File: config.mk
export PLATFORM = sky130hd
export DESIGN_NAME = calu_result_buffer
export DESIGN_NICKNAME = d
export VERILOG_FILES = /design/src/rtl/calu_pkg.sv /design/src/rtl/calu_sync_fifo.sv /design/src/rtl/calu_result_buffer.sv
export SDC_FILE = /design/constraint.sdc
export NUM_CORES = 1
export LEC_CHECK = 0
export ABC_CLOCK_PERIOD_IN_PS = 2600
export BUFFER_PORTS_ARGS = -buffer_cell sky130_fd_sc_hd__buf_2
export CAP_MARGIN = 5
export CORE_MARGIN = 3
export CORE_UTILIZATION = 59
export CTS_BUF_LIST = sky130_fd_sc_hd__clkbuf_4
export CTS_CLUSTER_DIAMETER = 80
export CTS_CLUSTER_SIZE = 30
export DETAILED_ROUTE_END_ITERATION = 12
export PLACE_DENSITY = 0.93
export SYNTH_ARGS = -nofsm -noshare
export SYNTH_HDL_FRONTEND = slang
export SYNTH_SLANG_ARGS = --single-unit
File: constraint.sdc
create_clock -name clk -period 2.6 [get_ports clk]
set_input_delay 0.52 -clock clk [delete_from_list [all_inputs] [get_ports clk]]
set_output_delay 0.52 -clock clk [all_outputs]
set_load 0.01 [all_outputs]
File: src/rtl/calu_pkg.sv
// Shared constants and types for the complex-ALU result buffer.
package calu_pkg;

    // Widths of the fields that make up one buffered result.
    localparam int FLAG_W  = 12;
    localparam int Z_W     = 32;
    localparam int OPC_W   = 4;
    localparam int ENTRY_W = OPC_W + FLAG_W + Z_W;

    // Bit positions of the status flags inside the 12-bit flag vector.
    localparam int FLG_CR   = 11;
    localparam int FLG_CI   = 10;
    localparam int FLG_DVFR = 9;
    localparam int FLG_DVFI = 8;
    localparam int FLG_ZER  = 7;
    localparam int FLG_ZEI  = 6;
    localparam int FLG_ZR   = 5;
    localparam int FLG_ZI   = 4;
    localparam int FLG_OR   = 3;
    localparam int FLG_OI   = 2;
    localparam int FLG_NR   = 1;
    localparam int FLG_NI   = 0;

    // Opcodes issued by the ALU.
    localparam logic [OPC_W-1:0] OP_CADD = 4'b0000;
    localparam logic [OPC_W-1:0] OP_CSUB = 4'b0001;
    localparam logic [OPC_W-1:0] OP_CMUL = 4'b0010;
    localparam logic [OPC_W-1:0] OP_CDIV = 4'b0011;

    // Divide-overflow and divide-by-zero flags raise the error interrupt.
    localparam logic [FLAG_W-1:0] ERR_MASK =
        (12'b1 << FLG_DVFR) | (12'b1 << FLG_DVFI) |
        (12'b1 << FLG_ZER)  | (12'b1 << FLG_ZEI);

    // One buffered result; packs to {opcode, flags, z}.
    typedef struct packed {
        logic [OPC_W-1:0]  opcode;
        logic [FLAG_W-1:0] flags;
        logic [Z_W-1:0]    z;
    } entry_t;

    // True when any error-class flag is set in the given vector.
    function automatic logic has_err(input logic [FLAG_W-1:0] flags);
        return |(flags & ERR_MASK);
    endfunction

endpackage

File: src/rtl/calu_sync_fifo.sv
// First-word-fall-through synchronous FIFO; full/empty derive only from count.
module calu_sync_fifo #(
    parameter int DEPTH = 4,
    parameter int WIDTH = 48
) (
    input  logic                       clk,
    input  logic                       rst_n,
    input  logic                       i_wr_valid,
    output logic                       o_wr_ready,
    input  logic [WIDTH-1:0]           i_wr_data,
    output logic                       o_rd_valid,
    input  logic                       i_rd_ready,
    output logic [WIDTH-1:0]           o_rd_data,
    output logic [$clog2(DEPTH):0]     o_count
);

    localparam int AW = $clog2(DEPTH);
    localparam int CW = AW + 1;

    logic [WIDTH-1:0] r_mem [DEPTH];
    logic [AW-1:0]    r_wr_ptr;
    logic [AW-1:0]    r_rd_ptr;
    logic [CW-1:0]    r_count;

    logic             w_not_full;
    logic             w_not_empty;
    logic             w_push;
    logic             w_pop;
    logic [WIDTH-1:0] w_rd_data;

    assign w_not_full  = (r_count != CW'(DEPTH));
    assign w_not_empty = (r_count != CW'(0));
    assign w_push      = i_wr_valid && w_not_full;
    assign w_pop       = w_not_empty && i_rd_ready;

    // Pointer and occupancy update; pointers wrap naturally at DEPTH.
    always_ff @(posedge clk or negedge rst_n) begin
        if (!rst_n) begin
            r_wr_ptr <= AW'(0);
            r_rd_ptr <= AW'(0);
            r_count  <= CW'(0);
        end else begin
            if (w_push) begin
                r_wr_ptr <= r_wr_ptr + AW'(1);
            end
            if (w_pop) begin
                r_rd_ptr <= r_rd_ptr + AW'(1);
            end
            case ({w_push, w_pop})
                2'b10:   r_count <= r_count + CW'(1);
                2'b01:   r_count <= r_count - CW'(1);
                default: r_count <= r_count;
            endcase
        end
    end

    // Storage write; contents are not reset, occupancy guards every read.
    always_ff @(posedge clk) begin
        if (w_push) begin
            r_mem[r_wr_ptr] <= i_wr_data;
        end
    end

    // Head presented combinationally; forced to zero while empty.
    always_comb begin
        w_rd_data = '0;
        if (w_not_empty) begin
            w_rd_data = r_mem[r_rd_ptr];
        end else begin
            w_rd_data = '0;
        end
    end

    assign o_wr_ready = w_not_full;
    assign o_rd_valid = w_not_empty;
    assign o_rd_data  = w_rd_data;
    assign o_count    = r_count;

endmodule

File: src/rtl/calu_result_buffer.sv
// Result buffer between the complex ALU and writeback: FIFO, sticky status,
// error interrupt and a saturating stall counter.
module calu_result_buffer
    import calu_pkg::*;
#(
    parameter int DEPTH = 4,
    parameter int CNT_W = 8
) (
    input  logic                    clk,
    input  logic                    rst_n,
    input  logic                    in_valid,
    output logic                    in_ready,
    input  logic [Z_W-1:0]          in_z,
    input  logic [FLAG_W-1:0]       in_flags,
    input  logic [OPC_W-1:0]        in_opcode,
    output logic                    out_valid,
    input  logic                    out_ready,
    output logic [Z_W-1:0]          out_z,
    output logic [FLAG_W-1:0]       out_flags,
    output logic [OPC_W-1:0]        out_opcode,
    output logic [$clog2(DEPTH):0]  count,
    output logic [FLAG_W-1:0]       sticky_flags,
    input  logic                    sticky_clr,
    output logic                    err_irq,
    output logic [CNT_W-1:0]        stall_cnt,
    input  logic                    stall_clr
);

    entry_t            w_wr_entry;
    entry_t            w_rd_entry;
    logic [ENTRY_W-1:0] w_rd_bits;
    logic              w_in_ready;
    logic              w_push;
    logic              w_stall;
    logic [FLAG_W-1:0] w_sticky_nxt;

    logic [FLAG_W-1:0] r_sticky;
    logic              r_err_irq;
    logic [CNT_W-1:0]  r_stall_cnt;

    assign w_wr_entry = '{opcode: in_opcode, flags: in_flags, z: in_z};

    calu_sync_fifo #(
        .DEPTH (DEPTH),
        .WIDTH (ENTRY_W)
    ) u_fifo (
        .clk        (clk),
        .rst_n      (rst_n),
        .i_wr_valid (in_valid),
        .o_wr_ready (w_in_ready),
        .i_wr_data  (w_wr_entry),
        .o_rd_valid (out_valid),
        .i_rd_ready (out_ready),
        .o_rd_data  (w_rd_bits),
        .o_count    (count)
    );

    assign w_rd_entry = entry_t'(w_rd_bits);
    assign in_ready   = w_in_ready;
    assign out_z      = w_rd_entry.z;
    assign out_flags  = w_rd_entry.flags;
    assign out_opcode = w_rd_entry.opcode;

    assign w_push  = in_valid && w_in_ready;
    assign w_stall = in_valid && !w_in_ready;

    // Sticky next state: a clear wins over history but not over a same-cycle push.
    always_comb begin
        w_sticky_nxt = r_sticky;
        if (sticky_clr) begin
            w_sticky_nxt = w_push ? in_flags : '0;
        end else if (w_push) begin
            w_sticky_nxt = r_sticky | in_flags;
        end else begin
            w_sticky_nxt = r_sticky;
        end
    end

    // Sticky register and error interrupt, the latter derived from the next sticky value.
    always_ff @(posedge clk or negedge rst_n) begin
        if (!rst_n) begin
            r_sticky  <= '0;
            r_err_irq <= 1'b0;
        end else begin
            r_sticky  <= w_sticky_nxt;
            r_err_irq <= has_err(w_sticky_nxt);
        end
    end

    // Saturating stall counter; clear takes priority over a concurrent stall.
    always_ff @(posedge clk or negedge rst_n) begin
        if (!rst_n) begin
            r_stall_cnt <= '0;
        end else if (stall_clr) begin
            r_stall_cnt <= '0;
        end else if (w_stall && (r_stall_cnt != {CNT_W{1'b1}})) begin
            r_stall_cnt <= r_stall_cnt + CNT_W'(1);
        end else begin
            r_stall_cnt <= r_stall_cnt;
        end
    end

    assign sticky_flags = r_sticky;
    assign err_irq      = r_err_irq;
    assign stall_cnt    = r_stall_cnt;

endmodule

-- After elaboration in Yosys (flattened, before gate mapping)
Memories as Yosys holds them, arrays and structs flattened.
Cells that the tools add are included.
- RAM bits: 192
- flip-flop bits (word level): 28
- input port bits: 54
- logic and storage cells: 37
- memories: 1
- memory list (name ; words ; width ; read ports ; clocked after memory_dff ; wr ports ; RTL line ; source):
    u_fifo.r_mem ; 4 ; 48 ; 1 ; 0 ; 1 ; calu_sync_fifo.sv:20 ; logic [WIDTH-1:0] r_mem [DEPTH];
- add/sub/neg operators: 5
- reductions and logical operators: 10
- muxes and demuxes: 9
- equal/unequal tests: 4
- bitwise logic cells: 1
- operator list (operator ; number):
    48-bit two-way mux ; 1
    12-bit two-way mux ; 3
    8-bit two-way mux ; 2
    12-bit OR ; 1
    8-bit by 1-bit adder with 8-bit output (second input constant) ; 1
    8-bit inequality test (second input constant) ; 1
    3-bit case mux with 2 select lines ; 1
    2-bit nonzero test ; 3
    2-bit by 1-bit adder with 2-bit output (second input constant) ; 2
    1-bit logical AND ; 4
    4-bit OR reduction ; 1
    3-bit by 1-bit adder with 3-bit output (second input constant) ; 1
    3-bit inequality test (second input constant) ; 1
    3-bit nonzero test ; 1
    3-bit by 1-bit subtractor with 3-bit output (second input constant) ; 1
    2-bit by 1-bit equality test with 1-bit output (second input constant) ; 1
    2-bit equality test (second input constant) ; 1
    1-bit two-way mux ; 2
    1-bit logical NOT ; 1

-- Logic depth before layout (Yosys ltp)
Gate-level depths: netlist (run 1).
- depth after elaboration: 6
- depth in mapped cells: 10
- mapped depth without buffers: 9

-- By module
From an unflattened synthesis (run 1), not the netlist that was laid out.
- cells, all modules: 436
- area, all modules: 8653.3 um^2
- by module, submodules not included (module ; cells each ; seq. area each (um^2) ; area each (um^2) ; instances):
    calu_sync_fifo ; 341 ; 5940.7 ; 7687.4 ; 1
    calu_result_buffer ; 95 ; 525.5 ; 965.9 ; 1

-- Least setup slack after synthesis (run 1)
No wires, ideal clock.
- path type: register to register
- from: reg u_fifo.r_count[2] (netlist: u_fifo.o_count[2])
- to: mem u_fifo.r_mem[0][0] (enable)
- clock period less this slack: 2.333 ns
- path slack: 0.267 ns
- data required time: 2.189 ns
- stages on the path, launching flop included: 3
- arrival: 1.923 ns
- path through: dfrtp_1 -> or3b_4 -> and3_1
- word-level cells in the longest chain between the ends: 4
- ends and longest elaborated chain (what ; RTL line ; source):
    from (decl) ; calu_sync_fifo.sv:23 ; logic [CW-1:0] r_count;
    from (signal assigned) ; calu_sync_fifo.sv:50 ; 2'b10: r_count <= r_count + CW'(1);
    from (signal assigned) ; calu_sync_fifo.sv:51 ; 2'b01: r_count <= r_count - CW'(1);
    from (signal assigned) ; calu_sync_fifo.sv:52 ; default: r_count <= r_count;
    3-bit inequality test ; calu_sync_fifo.sv:31 ; assign w_not_full = (r_count != CW'(DEPTH));
    net in_ready ; calu_result_buffer.sv:12 ; output logic in_ready,
    1-bit logical AND ; calu_sync_fifo.sv:33 ; assign w_push = i_wr_valid && w_not_full;
    1-bit two-way mux ; calu_sync_fifo.sv:59 ; if (w_push) begin
    1-bit two-way mux (not written as such) ; calu_sync_fifo.sv:60 ; r_mem[r_wr_ptr] <= i_wr_data;
    to (decl) ; calu_sync_fifo.sv:20 ;
The timed path passes the listed nets, and every way through them passes these cells.

-- Worst setup path after layout (run 1)
- from: reg u_fifo.r_rd_ptr[0]
- to: out out_z[4]
- word-level cells in the longest chain between the ends: 2
- ends and longest elaborated chain (what ; RTL line ; source):
    from (decl) ; calu_sync_fifo.sv:22 ; logic [AW-1:0] r_rd_ptr;
    from (signal assigned) ; calu_sync_fifo.sv:47 ; r_rd_ptr <= r_rd_ptr + AW'(1);
    memory read 4 x 48 bit ; n/a ;
    48-bit two-way mux ; calu_sync_fifo.sv:67 ; if (w_not_empty) begin
    to (decl) ; calu_result_buffer.sv:18 ; output logic [Z_W-1:0] out_z,
No other way between the ends.

==> results of run 1 <==
[Yosys cell counts, types with 5 or more instances]
cell type	n
nor2_1	5
mux4_2	48
buf_2	5
inv_1	8
edfxtp_1	192
ha_1	6
nand2_1	6
a22o_1	11
and2_1	49
clkbuf_1	11
dfrtp_1	28
a21oi_1	5
[cells in the final DEF (no fill, tap or decap), drive strengths merged, types with 2 or more instances in the layout]
master / count
nand2: 6
xor2: 4
clkbuf: 14
dfrtp: 28
nand3: 4
o21ai: 4
or3: 3
mux2i: 2
a22o: 11
or4: 4
o31ai: 3
mux4: 48
and2: 50
and3: 4
nor2: 5
edfxtp: 192
xnor2: 3
buf: 141
nor2b: 2
inv: 9
a21oi: 5
ha: 6
[repair_timing]
| item | 4_1_cts | 5_1_grt |
|---|---|---|
| hold endpoints to repair | 28 | 0 |
| gates cloned | 2 | 1 |
| buffers inserted | 1 | 1 |
| resized for setup | 51 | 19 |
| hold buffers | 1 | 0 |
| pin swaps | 0 | 0 |
| setup endpoints to repair | 48 | 48 |
[metrics by stage]
| stage | area (um2) | std cells | setup slack [ns] |
|---|---|---|---|
| after floorplan | 8533 | 421 | 0.2667 |
| after global placement | 9437 | 717 | 0.3942 |
| after detailed placement | 9437 | 717 | 0.3245 |
| after CTS | 9858 | 736 | -0.1712 |
| after global routing | 9983 | 738 | -0.2410 |
| final | 9983 | 738 | -0.1570 |
[path summary, 6_finish.rpt]
check,from,end,slack (ns),depth (start not counted)
setup / recovery,u_fifo.r_rd_ptr[0],out_z[4],-0.16,5
hold / removal,in_opcode[0],u_fifo.r_mem[3][44],0.11,1
setup reg to reg,u_fifo.o_count[1],u_fifo.o_count[2],0.29,9
hold reg to reg,u_fifo.o_count[0],u_fifo.o_count[0],0.55,1
max in group asynchronous,rst_n,u_fifo.r_rd_ptr[0],1.71,2
min in group asynchronous,rst_n,u_fifo.r_rd_ptr[1],0.43,2
[metal layers]
metal / global-route usage / up-vias / routed length [um]
met5: 0 / - / 0
met3: 0.04326 / 19 / 1154
met4: 0.04795 / 0 / 177
li1: - / 1930 / -
met1: 0.2668 / 2214 / 6442
met2: 0.3358 / 176 / 8062
[cells by family (layout without fill, tap and decap cells)]
kind of cell | after synthesis | in the layout | synth area share
AND/OR/NAND/NOR | 82 | 82 | 0.05880
flip-flops | 220 | 220 | 0.7578
XOR/XNOR | 7 | 7 | 0.007185
adder cells (fa/ha/maj) | 7 | 7 | 0.01114
buffers and inverters | 29 | 166 | 0.01437
multiplexers | 50 | 50 | 0.1290
AO/OA/AOI/OAI | 26 | 26 | 0.02170
[worst max-delay path, stage by stage, from the launching register on]
cell and delay, ns:
dfrtp_4 0.60, buf_12 0.16, buf_16 0.13, mux4_2 0.45
and2_4 0.18, buf_6 0.11
[area by class of cell]
| class | count | area (um2) |
|---|---|---|
| clock inverters | 2 | 25.02 |
| flip-flops and latches | 220 | 6472 |
| repair buffers | 143 | 1101 |
| clock buffers | 13 | 97.59 |
| fillers | 816 | 4005 |
| multi-input cells | 172 | 2032 |
| inverters | 8 | 30.03 |
| well taps | 180 | 225.2 |
[flip-flops by register name (all words and copies together) (netlist names)]
register	count
u_fifo.r_mem	192
sticky_flags	12
stall_cnt	8
u_fifo.o_count	3
u_fifo.r_rd_ptr	2
u_fifo.r_wr_ptr	2
err_irq	1
[power groups by stage]
stage / Clock (mW) / Sequential (mW) / Combinational (mW)
2_1_floorplan: 0 / 4.87 / 2.45
3_3_place_gp: 0 / 4.86 / 3.78
3_5_place_dp: 0 / 4.92 / 3.86
4_1_cts: 1.21 / 4.84 / 4.66
5_1_grt: 1.35 / 4.90 / 5.25
6_report: 1.16 / 4.84 / 4.92
==> qor.yml, run 1 <==
clock_tree:
  cts_made_buffers: 11
  clock_path_buffers: 3
  clock_latency_ns: 0.59
  cts_tree: "done"
  clk_pin_slew_worst_paths_ns: 0.27
  cts_root_buf: "clkbuf_4"
  cts_htree_levels: 1
  clkSinkCount: 220
final_layout:
  final_nets: 617
  n_antenna_cell: 0
  fin_util: 0.7137
  drive_gt1_frac: 0.4427
  syn_to_final_growth_pct: 16.99
logic_synthesis:
  syn-instance-count: 421
  syn_area_mm2: 0.008533
  avgSynthCellArea_um2: 20.27
  ys_seq_area_frac: 0.7578
  synth-async-reset-ratio: 0.1273
  ys.flop_type: "edfxtp_1"
  synth_top_cell_by_area: "edfxtp_1"
  yosys-top-cells-area: "edfxtp_1 68%, mux4_2 13%, dfrtp_1 8.2%, and2_1 3.6%, a22o_1 1.1%"
  ys_types: 33
  synth_edf_count: 192
  synth_top_area_frac: 0.6757
  synth-seq-cells: 220
  syn_nets: 482
  yosys_warnings: 0
detailed_routing:
  wirelength_um: 15840
  vias: 4339
  wl_per_cell_um: 21.46
  viasPerCell: 5.879
  drt-initial-drc-count: 390
  firstDrtPassIters: 4
  drc: 0
  antenna_left: 0
setup_path:
  critPathRequiredTime_ns: 2.08
  cp-end-kind: "primary output"
  worstPathMaxFanout: 5
  critical_path_class: "reg -> out"
  start_kind: "flop"
  arrival_ns: 2.24
floorplanning:
  die-area_mm2: 0.01594
  fp.dieW_um: 126.3
  rows: 43
  start_util: 0.6100
  core_area_mm2: 0.01399
  die_y_um: 126.3
  io_pins: 128
sta:
  setup_ws_ns: -0.1570
  fmax_mhz: 362.7
  maxSlewViolCount: 0
  setup_viol: 48
  worstMarginPinSlew_ns: 0.8223
  rsz0062_at_grt: "yes"
  finClkSkew_ns: 0.03209
  fin_tns_setup_ns: -4.045
  finalCriticalPeriod_ns: 2.757
  hold_viol_final: 0
  period_share: 1.060
  holdWs_ns: 0.1083
  max_slew_margin: 0.4507
power:
  p_int_mw: 7.644
  clockPowerShare: 0.107
  design_power_total_mw: 10.93
  power.density_mw_per_mm2: 1094
  power_leakage_nw: 3.657
  combPwrFrac: 0.450
  peakVddDrop_mv: 0.5011
  p_sw_frac: 0.3003
  seqPwrFrac: 0.443
  power.switching_mw: 3.281
global_routing:
  grt_use_total: 0.1978
  first_global_vias: 4634
  grt_max_degree: 50
  grt_overflow: 0
  grt_pass1_wl_um: 24780
  antenna_found_initial: 0
outcome:
  status: "finished, violations left"
  violations: "negative setup slack"
place:
  place_hpwl_um: 9660
  portBuffers: 127
  gp_congestion: 0.8111
job:
  cap_violations: 0
worst_hold_path:
  hp-class: "in -> reg"
No activity file was read; power rests on OpenSTA's default activity.
==> run 2, diff against run 1 <==
--- a/config.mk
+++ b/config.mk
@@ -5,7 +5,6 @@
 export SDC_FILE = /design/constraint.sdc
 export NUM_CORES = 1
 export LEC_CHECK = 0
-export ABC_CLOCK_PERIOD_IN_PS = 2600
 export BUFFER_PORTS_ARGS = -buffer_cell sky130_fd_sc_hd__buf_2
 export CAP_MARGIN = 5
 export CORE_MARGIN = 3
@@ -14,7 +13,7 @@
 export CTS_CLUSTER_DIAMETER = 80
 export CTS_CLUSTER_SIZE = 30
 export DETAILED_ROUTE_END_ITERATION = 12
-export PLACE_DENSITY = 0.93
+export PLACE_DENSITY = 0.84
 export SYNTH_ARGS = -nofsm -noshare
 export SYNTH_HDL_FRONTEND = slang
 export SYNTH_SLANG_ARGS = --single-unit
==> run 2 against run 1 <==
  * The run still ends with negative setup slack left
  * Combinational power increased by 7.7%
  * Critical path type unchanged
  * Clock-buffer cell count unchanged
  * Register-to-register slack worse by 0.09 ns
  * Sequential power fell by 0.8%
  * First-iteration DRC count increased by 6.4%
  * Setup slack better by 0.017 ns
  * Highest routed layer unchanged
==> qor.yml, run 2 (synthesized netlist as in run 1, its figures left out) <==
place:
  gp_congestion: 0.8218
  portBuffers: 127
  dp_cells: 718
  dp_slack_ns: 0.3184
  place_hpwl_um: 9970
setup_path:
  cpMaxStageDelayCell: "dfrtp_4"
  worst-path-stages: 5
  cp-end-kind: "primary output"
  arrival_ns: 2.22
  max_stage_delay_ns: 0.50
  critical_path_class: "reg -> out"
  r2r_cells: 10
  critPathRequiredTime_ns: 2.08
  path_buf_inv: 3
  start_kind: "flop"
  path_delay_family: "flip-flops"
  crit_path_cell_trace: "buf_12, clkbuf_16, mux4_2, and2_4, buf_6"
  worstPathMaxFanout: 6
detailed_routing:
  firstDrtPassIters: 4
  drt-initial-drc-count: 415
  wl_per_cell_um: 22.36
  wirelength_um: 16680
  drc: 0
  viasPerCell: 5.942
  vias: 4433
  antenna_left: 0
floorplanning:
  die_y_um: 126.3
  fp.dieW_um: 126.3
  io_pins: 128
  die-area_mm2: 0.01594
  core_area_mm2: 0.01399
  rows: 43
  start_util: 0.6100
sta:
  rsz0062_at_grt: "yes"
  period_share: 1.054
  finalCriticalPeriod_ns: 2.740
  maxSlewViolCount: 0
  worstMarginPinSlew_ns: 0.7757
  setup_ws_ns: -0.1398
  setup_viol: 48
  max_slew_margin: 0.4818
  finClkSkew_ns: 0.04696
  hold_viol_final: 0
  fin_tns_setup_ns: -5.243
  fmax_mhz: 365.0
clock_tree:
  cts_tree: "done"
  clock_latency_ns: 0.60
  clock_path_buffers: 3
  cts_made_buffers: 11
  clkSinkCount: 220
  cts_root_buf: "clkbuf_4"
  cts_htree_levels: 1
  clk_pin_slew_worst_paths_ns: 0.26
final_layout:
  n_antenna_cell: 0
  syn_to_final_growth_pct: 18.94
  final_nets: 626
  largest_register_ffs: 192
  largest_register: "u_fifo.r_mem"
  drive_gt1_frac: 0.4576
  layout_common_cells: "192 x edfxtp_1, 89 x buf_2, 48 x mux4_2"
  final_cell_count_no_fill: 746
  fin_util: 0.7256
  final_common_cell: "edfxtp_1"
global_routing:
  grt_overflow: 0
  antenna_found_initial: 0
  grt_pass1_wl_um: 24890
  first_global_vias: 4652
  grt_max_degree: 49
  grt_use_total: 0.1992
power:
  peakVddDrop_mv: 0.7274
  power_leakage_nw: 3.744
  design_power_total_mw: 11.27
  power.density_mw_per_mm2: 1111
worst_hold_path:
  min_path_cells: 1
  hp-class: "in -> reg"
outcome:
  status: "finished, violations left"
  violations: "negative setup slack"
job:
  cap_violations: 0
[run 2: cell count changes in the layout (fill, tap and decap cells not counted), moves of 2 or more]
cell and change:
and2_1 -5, and2_4 +5, buf_16 -2, buf_2 -5, buf_4 +3, buf_6 +6
buf_8 +2, clkbuf_16 +4
[run 2: power by group]
group          switching, mW  internal (mW)
combinational           2.27           3.03
sequential             0.205           4.60
clock                  0.912          0.253
[run 2: metrics by stage]
step	area (um2)	hold WS [ns]
2_1_floorplan	8533	0.2244
3_3_place_gp	9457	0.4959
3_5_place_dp	9457	0.4962
4_1_cts	9791	0.07104
5_1_grt	10150	0.04822
6_report	10150	0.09918
[run 2: repair_timing]
item	CTS	global route
hold endpoints to repair	28	0
hold buffers	1	0
buffers inserted	4	3
endpoints found under the setup margin	48	48
pin swaps	1	1
gates resized for setup	38	45
cloned	0	6
[run 2: layer usage]
layer / routed length, um / vias up / global-route usage
met5: 0 / - / 0
met4: 264 / 0 / 0.04227
met3: 832 / 20 / 0.03011
met2: 8810 / 155 / 0.3505
met1: 6771 / 2310 / 0.2695
li1: - / 1948 / -
[run 2: cell type report]
class | count | area [um2]
tap | 180 | 225.2
inverter | 8 | 30.03
clock inverter | 1 | 20.02
multi-input combinational | 172 | 2044
clock buffer | 13 | 97.59
sequential | 220 | 6471
timing repair buffer | 152 | 1261
fill | 847 | 3839
[run 2: final timing paths]
path	start	slack, ns	to
max	u_fifo.r_rd_ptr[0]	-0.14	out_z[14]
min	in_z[4]	0.1	u_fifo.r_mem[0][4]
max reg2reg	u_fifo.o_count[0]	0.20	u_fifo.o_count[2]
min reg2reg	u_fifo.o_count[2]	0.55	u_fifo.o_count[2]
max in group asynchronous	rst_n	1.71	stall_cnt[2]
min in group asynchronous	rst_n	0.42	sticky_flags[1]
[run 2: worst reg2reg max path, stage by stage, from the launching register on]
cell     delay [ns]
dfrtp_1        0.44
buf_4          0.15
or3b_4         0.40
and2_4         0.24
inv_1          0.10
ha_1           0.18
inv_1          0.07
fa_1           0.38
xor2_1         0.15
nor2_1         0.11
xor2_1         0.15
==> run 3, diff against run 2 <==
--- a/config.mk
+++ b/config.mk
@@ -14,6 +14,7 @@
 export CTS_CLUSTER_SIZE = 30
 export DETAILED_ROUTE_END_ITERATION = 12
 export PLACE_DENSITY = 0.84
+export SETUP_SLACK_MARGIN = 0.1
 export SYNTH_ARGS = -nofsm -noshare
 export SYNTH_HDL_FRONTEND = slang
 export SYNTH_SLANG_ARGS = --single-unit
==> run 3 against run 2 <==
  * The flow still finishes with violations (negative setup slack)
  * Global-route usage is the same
  * Power grew 0.37%
  * Sequential share of layout area shrank 0.20 points
  * First-iteration DRC count grew 4.3%
  * Clock skew grew 0.0038 ns
  * Fmax is essentially flat
  * Critical path type unchanged
  * Critical endpoint unchanged
  * Highest routed layer unchanged
==> qor.yml, run 3 (synthesized netlist as in run 1, its figures left out) <==
setup_path:
  critPathRequiredTime_ns: 2.08
  crit-reg2reg-launch: "u_fifo.o_count[1]"
  critical_path_class: "reg -> out"
  rr_endpoint: "u_fifo.o_count[2]"
  ff2ff_setup_slack_ns: 0.27
  cp-end-kind: "primary output"
  crit_path_start: "u_fifo.r_rd_ptr[0]"
  worstPathMaxFanout: 6
  start_kind: "flop"
  arrival_ns: 2.22
  r2r_cells: 10
floorplanning:
  core_area_mm2: 0.01399
  die_y_um: 126.3
  die-area_mm2: 0.01594
  start_util: 0.6100
  io_pins: 128
  rows: 43
  fp.dieW_um: 126.3
final_layout:
  layout_common_cells: "192 x edfxtp_1, 89 x buf_2, 48 x mux4_2"
  drive_gt1_frac: 0.4640
  fin_util: 0.7278
  largest_register: "u_fifo.r_mem"
  final_common_cell: "edfxtp_1"
  syn_to_final_growth_pct: 19.31
  largest_register_ffs: 192
  fillCellCount: 845
  n_antenna_cell: 0
  final_nets: 629
sta:
  fmax_mhz: 364.7
  setup_ws_ns: -0.1423
  finalCriticalPeriod_ns: 2.742
  period_share: 1.055
  rsz0062_at_grt: "yes"
  hold_viol_final: 0
  finClkSkew_ns: 0.05078
  holdWs_ns: 0.09597
  setup_viol: 48
  max_slew_margin: 0.4842
  maxSlewViolCount: 0
  worstMarginPinSlew_ns: 0.7721
clock_tree:
  cts_made_buffers: 11
  clock_latency_ns: 0.61
  cts_root_buf: "clkbuf_4"
  clk_pin_slew_worst_paths_ns: 0.26
  cts_tree: "done"
  clock_path_buffers: 3
  clkSinkCount: 220
  cts_htree_levels: 1
outcome:
  violations: "negative setup slack"
  status: "finished, violations left"
worst_hold_path:
  hp-class: "in -> reg"
  worstHoldStart: "in_z[8]"
  whs_endpoint: "u_fifo.r_mem[2][8]"
  min_path_cells: 1
global_routing:
  grt_use_total: 0.1992
  grt_pass1_wl_um: 24890
  first_global_vias: 4652
  grt_max_degree: 49
  grt_overflow: 0
  antenna_found_initial: 0
power:
  power.density_mw_per_mm2: 1111
  design_power_total_mw: 11.31
  peakVddDrop_mv: 0.7170
  power_leakage_nw: 3.757
detailed_routing:
  firstDrtPassIters: 4
  viasPerCell: 5.979
  antenna_left: 0
  wirelength_um: 16760
  drc: 0
  drt-initial-drc-count: 433
  wl_per_cell_um: 22.37
  vias: 4478
job:
  cap_violations: 0
place:
  portBuffers: 127
  place_hpwl_um: 9970
  gp_congestion: 0.8218
[run 3: changes by cell type in the layout (fill, tap and decap cells not counted)]
cell / change
buf_4: +2
buf_6: +1
fa_1: -1
fa_2: +1
ha_1: -1
ha_2: +1
[run 3: critical path, cell delays in order (launching register included)]
cell and delay [ns]:
dfrtp_4 0.50, buf_12 0.15, clkbuf_16 0.16, mux4_2 0.50, and2_4 0.18, buf_6 0.11
[run 3: how the worst max path moves through the flow]
stage                              end  slack [ns]  cells after the start
CTS                          out_z[25]       -0.18                      4
finish                       out_z[14]       -0.14                      5
global placement             out_z[21]        0.34                      4
floorplan           u_fifo.r_mem[0][0]        0.27                      2
global route                 out_z[14]       -0.21                      5
detailed placement           out_z[21]        0.32                      4
[run 3: power breakdown]
group	leakage, nW	internal, mW	total, mW	switching (mW)
Combinational	1.58	3.06	5.34	2.28
Clock	0.0696	0.253	1.17	0.917
Sequential	2.11	4.60	4.80	0.202
Total	3.76	7.91	11.3	3.40
[run 3: area by class of cell]
class / count / area (um2) / share of cell area
inverters: 8 / 30.03 / 0.002949
flip-flops and latches: 220 / 6471 / 0.6356
repair buffers: 155 / 1287 / 0.1265
clock inverters: 1 / 20.02 / 0.001966
multi-input cells: 172 / 2049 / 0.2013
clock buffers: 13 / 97.59 / 0.009586
well taps: 180 / 225.2 / 0.02212
[run 3: repair_timing]
action | 4_1_cts | 5_1_grt
gates resized for setup | 38 | 48
hold buffers | 1 | 0
buffers inserted | 4 | 6
pin swaps | 1 | 14
hold endpoints to repair | 28 | 0
cloned | 0 | 6
endpoints found under the setup margin | 48 | 50
[run 3: through the flow]
step / setup WS (ns) / TNS, ns / std cells / cell area [um2]
final: -0.1423 / -5.045 / 749 / 10180
after global routing: -0.2113 / -8.832 / 749 / 10180
after CTS: -0.1754 / -6.809 / 737 / 9791
after detailed placement: 0.3184 / 0 / 718 / 9457
after global placement: 0.3364 / 0 / 718 / 9457
after floorplan: 0.2667 / 0 / 421 / 8533
[run 3: per-layer routing]
layer,part of all wire,global-route usage
met1,0.40,0.2695
met2,0.53,0.3505
met3,0.051,0.03011
met4,0.015,0.04227
met5,0,0
